[src/rtl/discharge_pkg.sv]
// Shared definitions for the discharge-control path: state encodings,
// current word type and default timing/limit constants.
package discharge_pkg;

    localparam int CUR_W = 16;
    localparam int CNT_W = 16;

    typedef logic [CUR_W-1:0] cur_t;

    typedef enum logic [2:0] {
        ST_IDLE     = 3'd0,
        ST_HS_ON    = 3'd1,
        ST_DT_TO_LS = 3'd2,
        ST_LS_ON    = 3'd3,
        ST_DT_TO_HS = 3'd4,
        ST_FAULT    = 3'd5
    } state_t;

    localparam int   DEF_DEADTIME = 4;
    localparam int   DEF_MIN_ON   = 10;
    localparam int   DEF_MIN_OFF  = 10;
    localparam int   DEF_MAX_ON   = 200;
    localparam cur_t DEF_I_LIMIT  = 16'hF000;

endpackage

[src/rtl/hyst_threshold.sv]
// Registered hysteresis window around the current setpoint; the upper edge
// saturates at full scale and the lower edge clamps at zero.
module hyst_threshold
    import discharge_pkg::*;
(
    input  logic             clk,
    input  logic             rst,
    input  logic [CUR_W-1:0] i_set,
    input  logic [CUR_W-1:0] hyst_band,
    output logic [CUR_W-1:0] upper,
    output logic [CUR_W-1:0] lower
);

    logic [CUR_W:0] sum;

    assign sum = {1'b0, i_set} + {1'b0, hyst_band};

    always_ff @(posedge clk or posedge rst) begin
        if (rst) begin
            upper <= '0;
            lower <= '0;
        end else begin
            upper <= sum[CUR_W] ? {CUR_W{1'b1}} : sum[CUR_W-1:0];
            lower <= (hyst_band > i_set) ? '0 : i_set - hyst_band;
        end
    end

endmodule

[src/rtl/buck_hyst_current_ctrl.sv]
// Hysteretic current-mode buck controller: complementary gates with dead
// time, min on/off, max on-time and a sticky over-current trip.
module buck_hyst_current_ctrl
    import discharge_pkg::*;
#(
    parameter int               DEADTIME = DEF_DEADTIME,
    parameter int               MIN_ON   = DEF_MIN_ON,
    parameter int               MIN_OFF  = DEF_MIN_OFF,
    parameter int               MAX_ON   = DEF_MAX_ON,
    parameter logic [CUR_W-1:0] I_LIMIT  = DEF_I_LIMIT
) (
    input  logic             clk,
    input  logic             rst,
    input  logic             enable,
    input  logic [CUR_W-1:0] i_set,
    input  logic [CUR_W-1:0] hyst_band,
    input  logic [CUR_W-1:0] i_meas,
    input  logic             i_meas_valid,
    input  logic             fault_clr,
    output logic             gate_hs,
    output logic             gate_ls,
    output logic             fault,
    output logic [2:0]       state_o,
    output logic [31:0]      hs_pulse_cnt
);

    localparam logic [CNT_W-1:0] DT_LAST     = CNT_W'(DEADTIME - 1);
    localparam logic [CNT_W-1:0] MIN_ON_M1   = CNT_W'(MIN_ON - 1);
    localparam logic [CNT_W-1:0] MIN_OFF_M1  = CNT_W'(MIN_OFF - 1);
    localparam logic [CNT_W-1:0] MAX_ON_LAST = CNT_W'(MAX_ON - 1);

    state_t           state, next_state;
    logic [CNT_W-1:0] cnt;
    logic [CUR_W-1:0] i_meas_q, upper, lower;
    logic             over_i, run_ok;

    // i_meas_valid is a one-cycle strobe with no back-pressure: i_meas is
    // captured (and checked for over-current) only in cycles where it is high.
    assign over_i  = i_meas_valid && (i_meas > I_LIMIT);
    assign run_ok  = enable && (i_set != '0);
    assign state_o = state;

    always_ff @(posedge clk or posedge rst) begin
        if (rst) i_meas_q <= '0;
        else if (i_meas_valid) i_meas_q <= i_meas;
    end

    hyst_threshold u_thr (
        .clk       (clk),
        .rst       (rst),
        .i_set     (i_set),
        .hyst_band (hyst_band),
        .upper     (upper),
        .lower     (lower)
    );

    always_comb begin
        next_state = state;
        if (state != ST_FAULT && over_i) begin
            next_state = ST_FAULT;
        end else if (state != ST_FAULT && !run_ok) begin
            next_state = ST_IDLE;
        end else begin
            case (state)
                ST_IDLE:     if (i_meas_q < upper) next_state = ST_HS_ON;
                ST_HS_ON:    if ((cnt >= MIN_ON_M1 && i_meas_q >= upper) || cnt == MAX_ON_LAST)
                                 next_state = ST_DT_TO_LS;
                ST_DT_TO_LS: if (cnt == DT_LAST) next_state = ST_LS_ON;
                ST_LS_ON:    if (cnt >= MIN_OFF_M1 && i_meas_q <= lower) next_state = ST_DT_TO_HS;
                ST_DT_TO_HS: if (cnt == DT_LAST) next_state = ST_HS_ON;
                ST_FAULT:    if (fault_clr && !enable && !over_i) next_state = ST_IDLE;
                default:     next_state = ST_IDLE;
            endcase
        end
    end

    // Gates and fault are loaded from next_state so they change on the same
    // edge as the state register; the counter saturates so LS_ON can last forever.
    always_ff @(posedge clk or posedge rst) begin
        if (rst) begin
            state        <= ST_IDLE;
            cnt          <= '0;
            gate_hs      <= 1'b0;
            gate_ls      <= 1'b0;
            fault        <= 1'b0;
            hs_pulse_cnt <= '0;
        end else begin
            state   <= next_state;
            gate_hs <= (next_state == ST_HS_ON);
            gate_ls <= (next_state == ST_LS_ON);
            fault   <= (next_state == ST_FAULT);
            if (next_state != state) cnt <= '0;
            else if (cnt != {CNT_W{1'b1}}) cnt <= cnt + CNT_W'(1);
            // A new burst out of IDLE restarts the count with its first pulse.
            if (next_state == ST_HS_ON && state == ST_IDLE) hs_pulse_cnt <= 32'd1;
            else if (next_state == ST_HS_ON && state != ST_HS_ON) hs_pulse_cnt <= hs_pulse_cnt + 32'd1;
        end
    end

endmodule

[config.mk]
export PLATFORM = sky130hd
export DESIGN_NAME = buck_hyst_current_ctrl
export DESIGN_NICKNAME = d
export VERILOG_FILES = /design/src/rtl/discharge_pkg.sv /design/src/rtl/hyst_threshold.sv /design/src/rtl/buck_hyst_current_ctrl.sv
export SDC_FILE = /design/constraint.sdc
export NUM_CORES = 1
export LEC_CHECK = 0
export ABC_AREA = 1
export CAP_MARGIN = 10
export CORE_MARGIN = 8
export CORE_UTILIZATION = 60
export DETAILED_ROUTE_END_ITERATION = 6
export HOLD_SLACK_MARGIN = 0.06
export PLACE_DENSITY = 0.87
export RECOVER_POWER = 100
export SETUP_SLACK_MARGIN = 0.2
export SLEW_MARGIN = 15
export SYNTH_ARGS = -nofsm -noshare
export SYNTH_HDL_FRONTEND = slang
export SYNTH_SLANG_ARGS = --single-unit
[constraint.sdc]
create_clock -name clk -period 7.5 [get_ports clk]
set_input_delay 1.5 -clock clk [delete_from_list [all_inputs] [get_ports clk]]
set_output_delay 1.5 -clock clk [all_outputs]
set_load 0.02 [all_outputs]
==> impl_metrics.toml <==
[synthesis]
synth_compound_area_frac = 0.0712
synthXorXnorAreaFrac = 0.0638
synth.yosys.seq_area_share = 0.344
synth_area_per_cell_um2 = 7.38
synth_enable_flop_cells = 0
post_synth_mux_area_share = 0.0213
synth_simple_gate_area_frac = 0.279
post_synth_instance_area_um2 = 7420
synth_fp_nets = 1128
synthFlopType = "sky130_fd_sc_hd__dfrtp_1"
syn-instance-count = 1005
synth-seq-cells = 102
postSynth.asyncResetShare = 1.00
synth_fa_ha_area_frac = 0.120
synth_top_family_by_area = "simple AND/OR/NAND/NOR gates"
synth_warnings = 0
ys_types = 45

[cells_and_area]
final_cell_mix = "sky130_fd_sc_hd__nand2_1 (232), sky130_fd_sc_hd__inv_1 (160), sky130_fd_sc_hd__nor2_1 (115)"
fin_nets = 1210
layout.cells.most_common = "sky130_fd_sc_hd__nand2_1"
layout-area-overhead-vs-synth_pct = 17.0
nFillCells = 949
antennaDiodeCount = 0
drive_gt1_frac = 0.0412

[power]
p_per_area_nw_per_um2 = 182
internal_power_w = 0.00104
netSwitchingFraction = 0.344
pwr-share-comb = 0.296
maximum_vdd_ir_drop_uv = 100
netSwitchingPower_w = 0.000543
power.share.sequential = 0.405
clockPowerShare = 0.299
power.static_leakage_nw = 4.57
power_w = 0.00158

[timing]
timing.final.crit_share = 0.656
finClkSkew_ns = 0.0105
timing.final.crit_period_ns = 4.92
rsz0062_at_grt = "false"
final.setup.tns_ns = 0
fmax_ghz = 0.203
number_of_hold_violations_in_the_final_report = 0
actual_transition_at_the_worst_max_transition_pin_ns = 1.47
drv_slew = 0
final-setup-viol-count = 0
maxSlewHeadroom = 0.0223

[routing]
detail-route-antenna-nets = 0
drt_wl_total_mm = 17.9
vias_per_cell = 5.36
dr_total_vias = 6752
drt_iter0_markers = 531
post-route-drc-count = 0
routedWlPerCell_um = 14.2
drt_pre_antenna_iters = 7

[floorplanning]
initial_core_util = 0.615
num_rows = 40
core_area_um2 = 12100
ios = 91
floorplan.die.width_um = 127
die_h_um = 127
die_area_um2 = 16200

[grt]
grt_pass1_vias = 6548
antenna_found_initial = 0
grt_max_degree = 73
track_usage = 0.226
grt_overflow_total = 0
first_pass_grt_wire_length_mm = 30.3

[placed_design]
place.gp.congestion = 0.905
port_buffers = 90
place_hpwl_mm = 13.8

[critical_path]
crit_path_start_kind = "input pin"
worstPathArrival_ns = 5.16
data_required_time_at_the_worst_endpoint_ns = 7.74
critical_path_class = "input pin to flip-flop"
timing.critical_path.to_type = "flip-flop"
critical_path_peak_fanout = 16

[run]
maxCapViolCount = 0

[clocking]
clock_h_tree_levels = 3
numCtsBuffers = 9
clock-root-buffer = "sky130_fd_sc_hd__clkbuf_16"
cts-resized-gates = 0
cts-hold-fix-buffers = 0
clk_pin_slew_ns = 0.07
clock_sinks = 102
cts_tree = "yes"
cts_setup_buffers = 0
clk_path_buf_depth = 2
clock_insertion_delay_worst_skew_ns = 0.35

[worst_hold_path]
min_path_type = "flip-flop to flip-flop"

[run_status]
run_status = "finished clean"
cells in the mapped netlist, types with 2 or more instances:
library cell | count | area, um^2
sky130_fd_sc_hd__ha_1 | 68 | 851
sky130_fd_sc_hd__o21bai_1 | 2 | 15.0
sky130_fd_sc_hd__buf_6 | 2 | 22.5
sky130_fd_sc_hd__buf_2 | 11 | 55.1
sky130_fd_sc_hd__xnor2_1 | 17 | 149
sky130_fd_sc_hd__a21oi_1 | 42 | 210
sky130_fd_sc_hd__inv_1 | 160 | 601
sky130_fd_sc_hd__nor2_1 | 115 | 432
sky130_fd_sc_hd__or2_2 | 2 | 12.5
sky130_fd_sc_hd__nand3_1 | 70 | 350
sky130_fd_sc_hd__buf_4 | 5 | 37.5
sky130_fd_sc_hd__a21oi_2 | 2 | 17.5
sky130_fd_sc_hd__nand4_1 | 16 | 100
sky130_fd_sc_hd__nor2_2 | 6 | 37.5
sky130_fd_sc_hd__nand2_1 | 229 | 860
sky130_fd_sc_hd__xor2_1 | 37 | 324
sky130_fd_sc_hd__o21ai_1 | 3 | 15.0
sky130_fd_sc_hd__o21ai_0 | 26 | 130
sky130_fd_sc_hd__nor3_1 | 33 | 165
sky130_fd_sc_hd__a21o_1 | 4 | 30.0
sky130_fd_sc_hd__dfrtp_1 | 102 | 2550
sky130_fd_sc_hd__a31oi_1 | 2 | 12.5
sky130_fd_sc_hd__clkbuf_1 | 4 | 15.0
sky130_fd_sc_hd__inv_2 | 3 | 11.3
sky130_fd_sc_hd__nand2_2 | 3 | 18.8
sky130_fd_sc_hd__fa_1 | 2 | 40.0
sky130_fd_sc_hd__nor4_1 | 7 | 43.8
sky130_fd_sc_hd__o21a_1 | 2 | 15.0
sky130_fd_sc_hd__mux2_2 | 14 | 158
per-stage QoR:
stage / hold slack (ns) / util / setup slack, ns / cells / cell area (um^2)
5_1_grt: 0.556 / 0.720 / 2.35 / 1260 / 8680
6_report: 0.533 / 0.720 / 2.58 / 1260 / 8680
3_3_place_gp: 0.513 / 0.698 / 2.91 / 1244 / 8420
3_5_place_dp: 0.527 / 0.698 / 2.80 / 1244 / 8420
2_1_floorplan: 0.509 / - / 3.32 / 1005 / 7420
4_1_cts: 0.544 / 0.723 / 3.08 / 1260 / 8720
power by group through the flow:
stage | Combinational [W] | Sequential [W] | Clock (W)
3_3_place_gp | 0.000455 | 0.000647 | 0
2_1_floorplan | 0.000332 | 0.000649 | 0
5_1_grt | 0.000527 | 0.000646 | 0.000504
6_report | 0.000467 | 0.000639 | 0.000473
4_1_cts | 0.000476 | 0.000639 | 0.000477
3_5_place_dp | 0.000470 | 0.000649 | 0
per-layer routing:
metal  global-route usage  wire (um)  vias to the layer above
li1                     -          -                     3353
met1                0.290       7760                     3124
met2                0.377       8660                      229
met3               0.0366        956                       46
met4               0.0861        529                        0
met5                    0          0                        -
logic make-up after synthesis:
group | Yosys count
and+or+nand+nor | 487
buffers and inverters | 186
DFF | 102
AOI/OAI and AO/OA | 92
adders and majority gates | 70
xor gates and xnor gates | 54
muxes | 14
state kept, by name, indices dropped and copies added (netlist names):
name / flops
hs_pulse_cnt: 32
cnt: 16
i_meas_q: 16
u_thr.lower: 16
u_thr.upper: 16
state_o: 3
fault: 1
gate_hs: 1
gate_ls: 1
path summary, 6_finish.rpt:
kind,from,endpoint,slack (ns),cells after the start
worst min-delay path,hs_pulse_cnt[31],hs_pulse_cnt[31],0.53,2
min in group asynchronous,rst,u_thr.lower[0],1.90,2
worst max register to register,i_meas_q[14],hs_pulse_cnt[23],4.14,14
worst max-delay path,i_set[0],u_thr.lower[8],2.58,17
worst min register to register,hs_pulse_cnt[31],hs_pulse_cnt[31],0.53,2
max in group asynchronous,rst,cnt[14],4.13,3
layout make-up:
type | instances | area, um^2 | area share
tap | 168 | 210 | 0.0242
clock buffer | 10 | 229 | 0.0264
multi-input combinational | 717 | 4080 | 0.470
clock inverter | 6 | 70.1 | 0.00807
sequential | 102 | 2550 | 0.294
timing repair buffer | 93 | 920 | 0.106
inverter | 164 | 617 | 0.0711
critical path: stages:
cell                            delay [ns]
sky130_fd_sc_hd__dlygate4sd3_1        0.58
sky130_fd_sc_hd__inv_1                0.07
sky130_fd_sc_hd__ha_1                 0.14
sky130_fd_sc_hd__inv_1                0.06
sky130_fd_sc_hd__fa_1                 0.40
sky130_fd_sc_hd__nand3_1              0.09
sky130_fd_sc_hd__nand2_1              0.12
sky130_fd_sc_hd__a21oi_1              0.26
sky130_fd_sc_hd__o21ai_0              0.20
sky130_fd_sc_hd__a21oi_1              0.28
sky130_fd_sc_hd__o21ai_0              0.16
sky130_fd_sc_hd__nand2_1              0.08
sky130_fd_sc_hd__nand2_1              0.05
sky130_fd_sc_hd__a21oi_1              0.93
sky130_fd_sc_hd__inv_1                0.09
sky130_fd_sc_hd__nand2_1              0.09
sky130_fd_sc_hd__inv_1                0.04
(Power assumes the default switching activity.)
